[src/rtl/uart_tx_arbiter.sv]
// Round-robin scheduler sharing one uart_tx between NUM_REQ byte sources.
// Optional watchdog abort enabled by defining UART_TX_ARB_TIMEOUT_EN.
module uart_tx_arbiter #(
    parameter int NUM_REQ        = 4,
    parameter int DATA_BITS      = 8,
    parameter int TIMEOUT_CYCLES = 65535
) (
    input  logic                           clk,
    input  logic                           rst_n,
    input  logic [NUM_REQ-1:0]             req_valid,
    input  logic [NUM_REQ*DATA_BITS-1:0]   req_data,
    output logic [NUM_REQ-1:0]             req_ready,
    input  logic                           cts,
    output logic                           utx_start,
    output logic [DATA_BITS-1:0]           utx_data,
    input  logic                           utx_busy,
    input  logic                           utx_done,
    output logic                           arb_active,
    output logic                           done_valid,
    output logic [$clog2(NUM_REQ)-1:0]     done_id,
    output logic                           err_timeout
);

    localparam int IDW = $clog2(NUM_REQ);

    localparam logic [1:0] S_IDLE      = 2'd0;
    localparam logic [1:0] S_ISSUE     = 2'd1;
    localparam logic [1:0] S_WAIT_DONE = 2'd2;

    if (NUM_REQ < 2 || NUM_REQ > 8 || TIMEOUT_CYCLES < 1) begin : g_param_check
        $error("uart_tx_arbiter: parameter out of range");
    end

    logic [1:0]           state_q, state_d;
    logic [IDW-1:0]       ptr_q, ptr_d;
    logic [IDW-1:0]       id_q, id_d;
    logic [DATA_BITS-1:0] data_q, data_d;
    logic [NUM_REQ-1:0]   ready_q, ready_d;
    logic                 start_q, start_d;
    logic                 active_q, active_d;
    logic                 dvalid_q, dvalid_d;
    logic [IDW-1:0]       did_q, did_d;

    logic                 gnt_found;
    logic [IDW-1:0]       gnt_idx;
    logic [IDW-1:0]       gnt_next;
    logic [DATA_BITS-1:0] gnt_data;
    logic                 tmo_hit;

    // Search starts at the pointer and wraps, so the last winner goes last.
    always_comb begin
        int j;
        logic [IDW-1:0] idx;
        gnt_found = 1'b0;
        gnt_idx   = '0;
        for (int i = 0; i < NUM_REQ; i++) begin
            j = int'(ptr_q) + i;
            if (j >= NUM_REQ) begin
                j = j - NUM_REQ;
            end
            idx = IDW'(j);
            if (!gnt_found && req_valid[idx]) begin
                gnt_found = 1'b1;
                gnt_idx   = idx;
            end
        end
    end

    always_comb begin
        gnt_data = '0;
        for (int i = 0; i < NUM_REQ; i++) begin
            if (gnt_idx == IDW'(i)) begin
                gnt_data = req_data[i*DATA_BITS +: DATA_BITS];
            end
        end
    end

    assign gnt_next = (gnt_idx == IDW'(NUM_REQ - 1)) ? '0 : gnt_idx + IDW'(1);

    always_comb begin
        state_d  = state_q;
        ptr_d    = ptr_q;
        id_d     = id_q;
        data_d   = data_q;
        ready_d  = '0;
        start_d  = 1'b0;
        active_d = active_q;
        dvalid_d = 1'b0;
        did_d    = did_q;
        case (state_q)
            S_IDLE: begin
                if (gnt_found) begin
                    ready_d[gnt_idx] = 1'b1;
                    data_d   = gnt_data;
                    id_d     = gnt_idx;
                    ptr_d    = gnt_next;
                    active_d = 1'b1;
                    state_d  = S_ISSUE;
                end
            end
            S_ISSUE: begin
                if (tmo_hit) begin
                    dvalid_d = 1'b1;
                    did_d    = id_q;
                    active_d = 1'b0;
                    state_d  = S_IDLE;
                end else if (cts && !utx_busy) begin
                    start_d = 1'b1;
                    state_d = S_WAIT_DONE;
                end
            end
            S_WAIT_DONE: begin
                if (utx_done || tmo_hit) begin
                    dvalid_d = 1'b1;
                    did_d    = id_q;
                    active_d = 1'b0;
                    state_d  = S_IDLE;
                end
            end
            default: begin
                state_d  = S_IDLE;
                active_d = 1'b0;
            end
        endcase
    end

    always_ff @(posedge clk or negedge rst_n) begin
        if (!rst_n) begin
            state_q  <= S_IDLE;
            ptr_q    <= '0;
            id_q     <= '0;
            data_q   <= '0;
            ready_q  <= '0;
            start_q  <= 1'b0;
            active_q <= 1'b0;
            dvalid_q <= 1'b0;
            did_q    <= '0;
        end else begin
            state_q  <= state_d;
            ptr_q    <= ptr_d;
            id_q     <= id_d;
            data_q   <= data_d;
            ready_q  <= ready_d;
            start_q  <= start_d;
            active_q <= active_d;
            dvalid_q <= dvalid_d;
            did_q    <= did_d;
        end
    end

`ifdef UART_TX_ARB_TIMEOUT_EN
    localparam int WDW = $clog2(TIMEOUT_CYCLES + 1);

    logic [WDW-1:0] wdog_q, wdog_d;
    logic           tmo_q, tmo_d;

    // Counter rests at zero in idle, so every grant starts a fresh window.
    assign wdog_d  = (state_q == S_IDLE) ? '0 : wdog_q + WDW'(1);
    assign tmo_hit = (state_q != S_IDLE) && (wdog_q == WDW'(TIMEOUT_CYCLES - 1));
    assign tmo_d   = tmo_hit && !(state_q == S_WAIT_DONE && utx_done);

    always_ff @(posedge clk or negedge rst_n) begin
        if (!rst_n) begin
            wdog_q <= '0;
            tmo_q  <= 1'b0;
        end else begin
            wdog_q <= wdog_d;
            tmo_q  <= tmo_d;
        end
    end

    assign err_timeout = tmo_q;
`else
    assign tmo_hit     = 1'b0;
    assign err_timeout = 1'b0;
`endif

    assign req_ready  = ready_q;
    assign utx_start  = start_q;
    assign utx_data   = data_q;
    assign arb_active = active_q;
    assign done_valid = dvalid_q;
    assign done_id    = did_q;

endmodule

[config.mk]
export PLATFORM = sky130hd
export DESIGN_NAME = uart_tx_arbiter
export DESIGN_NICKNAME = d
export VERILOG_FILES = /design/src/rtl/uart_tx_arbiter.sv
export SDC_FILE = /design/constraint.sdc
export NUM_CORES = 1
export LEC_CHECK = 0
export ABC_CLOCK_PERIOD_IN_PS = 3000
export CAP_MARGIN = 20
export CORE_MARGIN = 3
export CORE_UTILIZATION = 41
export DETAILED_ROUTE_END_ITERATION = 16
export PLACE_DENSITY = 0.78
export REMOVE_ABC_BUFFERS = 1
export SKIP_LAST_GASP = 1
export SLEW_MARGIN = 20
export SYNTH_ARGS = -nofsm -noshare
export SYNTH_HDL_FRONTEND = slang
export SYNTH_SLANG_ARGS = --single-unit
[constraint.sdc]
create_clock -name clk -period 3 [get_ports clk]
set_input_delay 0.6 -clock clk [delete_from_list [all_inputs] [get_ports clk]]
set_output_delay 0.6 -clock clk [all_outputs]
set_load 0.005 [all_outputs]
==> results of run 1 <==
==> cell usage after synthesis (all sizes together) (3+ instances only) <==
cell and count:
o21ai 3, nor2 4, clkbuf 6, nand3b 9, nand2 13, and2 3
a31oi 9, ha 4, a21oi 19, and3 6, inv 13, buf 5
a221o 8, dfrtp 23
==> metal layers <==
layer  share of wire, %  wire [um]  vias up
li1                   -          -      616
met1                 43       1380      576
met2                 46       1480       65
met3                8.8        282        4
met4                1.6         52        0
met5                  0          0        -
==> power by group through the flow <==
stage	clock network, mW	logic [mW]	registers [mW]
finish	0.139	0.693	0.489
global route	0.160	0.768	0.503
floorplan	0	0.374	0.492
CTS	0.145	0.698	0.489
global placement	0	0.677	0.491
detailed placement	0	0.695	0.495
==> stage by stage <==
stage | instance area (um2) | hold slack [ns] | setup slack [ns] | power, mW
CTS | 1910 | 0.508 | 0.354 | 1.33
finish | 1910 | 0.245 | 0.337 | 1.32
detailed placement | 1880 | 0.478 | 0.0988 | 1.19
global route | 1910 | 0.258 | 0.171 | 1.43
global placement | 1880 | 0.460 | 0.185 | 1.17
floorplan | 1250 | 0.304 | 0.863 | 0.866
==> logic make-up after synthesis <==
group / share of synthesized area, %
other: 0.287
DFF: 44.0
AOI/OAI and AO/OA: 23.3
muxes: 1.63
and+or+nand+nor: 18.5
adders and majority gates: 3.83
buffers and inverters: 8.42
==> final timing paths <==
path                                   start     endpoint  slack, ns  depth (start not counted)
max in group asynchronous              rst_n  utx_data[0]       2.42                          1
worst min-delay path                   rst_n   done_id[1]       0.25                          1
worst min register to register       id_q[0]      id_q[0]       0.50                          1
min in group clk                     id_q[0]      id_q[0]       0.50                          1
worst max-delay path            req_valid[0]  utx_data[0]       0.34                          8
worst max register to register      ptr_q[1]  utx_data[0]       0.65                          7
==> registers in the layout (all words and copies together) (netlist names) <==
name and cells:
arb_active 1, done_id 2, done_valid 1, id_q 2, ptr_q 2, req_ready 4
state_q 2, utx_data 8, utx_start 1
==> cell type report <==
| class | instances | area (um2) | area share, % |
|---|---|---|---|
| Inverter | 13 | 48.8 | 2.56 |
| Timing Repair Buffer | 59 | 581 | 30.5 |
| Multi-Input combinational cell | 96 | 622 | 32.6 |
| Clock buffer | 4 | 26.3 | 1.38 |
| Sequential cell | 23 | 576 | 30.2 |
| Tap cell | 42 | 52.6 | 2.76 |
==> impl_metrics.py, run 1 <==
metrics = {
    "clock_tree": {
        "h-tree-depth": 1,
        "clk_latency_ns": 0.30,
        "cts-resized-gates": 0,
        "cts_setup_buffers": 0,
        "cts_tree": "done",
        "postCtsHoldBufs": 0,
        "cts_buffers": 3,
        "cts_buffer_depth": 2,
        "cts.sinks": 23,
        "clk_pin_slew_ns": 0.12,
        "root_buffer": "clkbuf_4",
    },
    "synth": {
        "synth_edf_count": 0,
        "seq_area_frac_synth_pct": 44.0,
        "synth_cell_types": 33,
        "synth_cells": 143,
        "synth_top_area_share_pct": 44.0,
        "ys_top_cells_by_area": "dfrtp_1, a21oi_1, a221o_1",
        "synth_top_cell_by_area": "dfrtp_1",
        "synth_area_mm2": 0.00131,
        "ys.flop_type": "dfrtp_1",
        "yosys_warnings": 0,
        "syn_avg_cell_area_um2": 9.14,
        "synth-seq-cells": 23,
        "async_reset_ff_share_pct": 100,
    },
    "sta": {
        "post-route-period-util_pct": 88.8,
        "hold_viol": 0,
        "grt_setup_unrepaired": "no",
        "period_needed_ns": 2.66,
        "tns_ns": 0,
        "relSlewSlack_pct": 61.5,
        "skew_ns": 0.00310,
        "worst_pin_slew_ns": 0.578,
        "fmax_mhz": 376,
        "slew_violations": 0,
        "setup_violations": 0,
    },
    "route": {
        "first_pass_iters": 4,
        "drc": 0,
        "viasPerCell": 5.32,
        "drtIter0Drc": 61,
        "drt-total-wl_mm": 3.19,
        "vias": 1261,
        "ant_nets": 0,
        "wl_per_cell_um": 13.5,
    },
    "final_layout": {
        "fillers": 262,
        "syn_to_final_growth_pct": 45.7,
        "final_common_cell": "clkdlybuf4s50_1",
        "antenna_cells": 0,
        "finalNonFillerCells": 237,
        "post-route-util_pct": 65.7,
        "drive_gt1_share_pct": 5.13,
        "nNetsFinal": 241,
        "final_cell_mix": "clkdlybuf4s50_1, dfrtp_1, a21oi_1",
    },
    "worst_setup_path": {
        "worst_setup_path_start_kind": "input port",
        "slowest_stage": "ha_1",
        "path_class": "in -> reg",
        "worst-path-max-fanout": 17,
        "cp.arrival_ns": 2.89,
        "cp.required_ns": 3.22,
        "timing.critical_path.cells": "clkdlybuf4s50_1, and2_1, o21ai_0, and3_1, ha_1, a21oi_1, a221o_1, a31oi_1",
        "cp_num_buf_inv": 1,
        "crit_path_end_kind": "flip-flop",
        "critical-path-top-delay-family": "compound AO/OA/AOI/OAI gates",
        "worst_path_largest_cell_delay_ns": 0.53,
    },
    "global_routing": {
        "grt.met3_usage_pct": 4.68,
        "grt_max_degree": 24,
        "met2_usage_pct": 29.0,
        "track_usage_pct": 17.3,
        "antenna_found_initial": 0,
        "grt_pass1_vias": 1244,
        "overflow": 0,
        "grt_first_pass_wirelength_mm": 5.64,
        "gr-max-usage-layer": "met2",
        "grt_use_met1_pct": 21.4,
    },
    "power": {
        "power.internal_mw": 0.867,
        "p_clk_share_pct": 10.5,
        "p_sw_mw": 0.454,
        "powerDensity_mw_per_mm2": 693,
        "pwr-share-seq_pct": 37.0,
        "swShare_pct": 34.4,
        "p_comb_share_pct": 52.5,
        "peakVddDrop_v": 0.000300,
        "cellLeakagePower_nw": 0.831,
    },
    "die": {
        "die_h_um": 62.5,
        "die-area_mm2": 0.00390,
        "boundaryPins": 59,
        "core-area_mm2": 0.00290,
        "start_util_pct": 45.1,
        "die_x_um": 62.5,
        "rows": 19,
    },
    "place": {
        "placed_cells": 233,
        "dp_hpwl_mm": 2.41,
        "gp_congestion": 0.779,
        "numPortBuffers": 57,
    },
    "outcome": {
        "status": "finished, final reports clean",
    },
    "worst_hold_path": {
        "min-delay-path-class": "in -> async",
    },
    "flow_run": {
        "max_cap_viol_count": 0,
    },
}
Power figures use the tool's default switching activity.
==> run 2: changes to the inputs <==
Settings changed: GPL_ROUTABILITY_DRIVEN set to 0.
==> results of run 2 <==
Same layout as run 1: the final DEF is identical, and so are final timing and power.
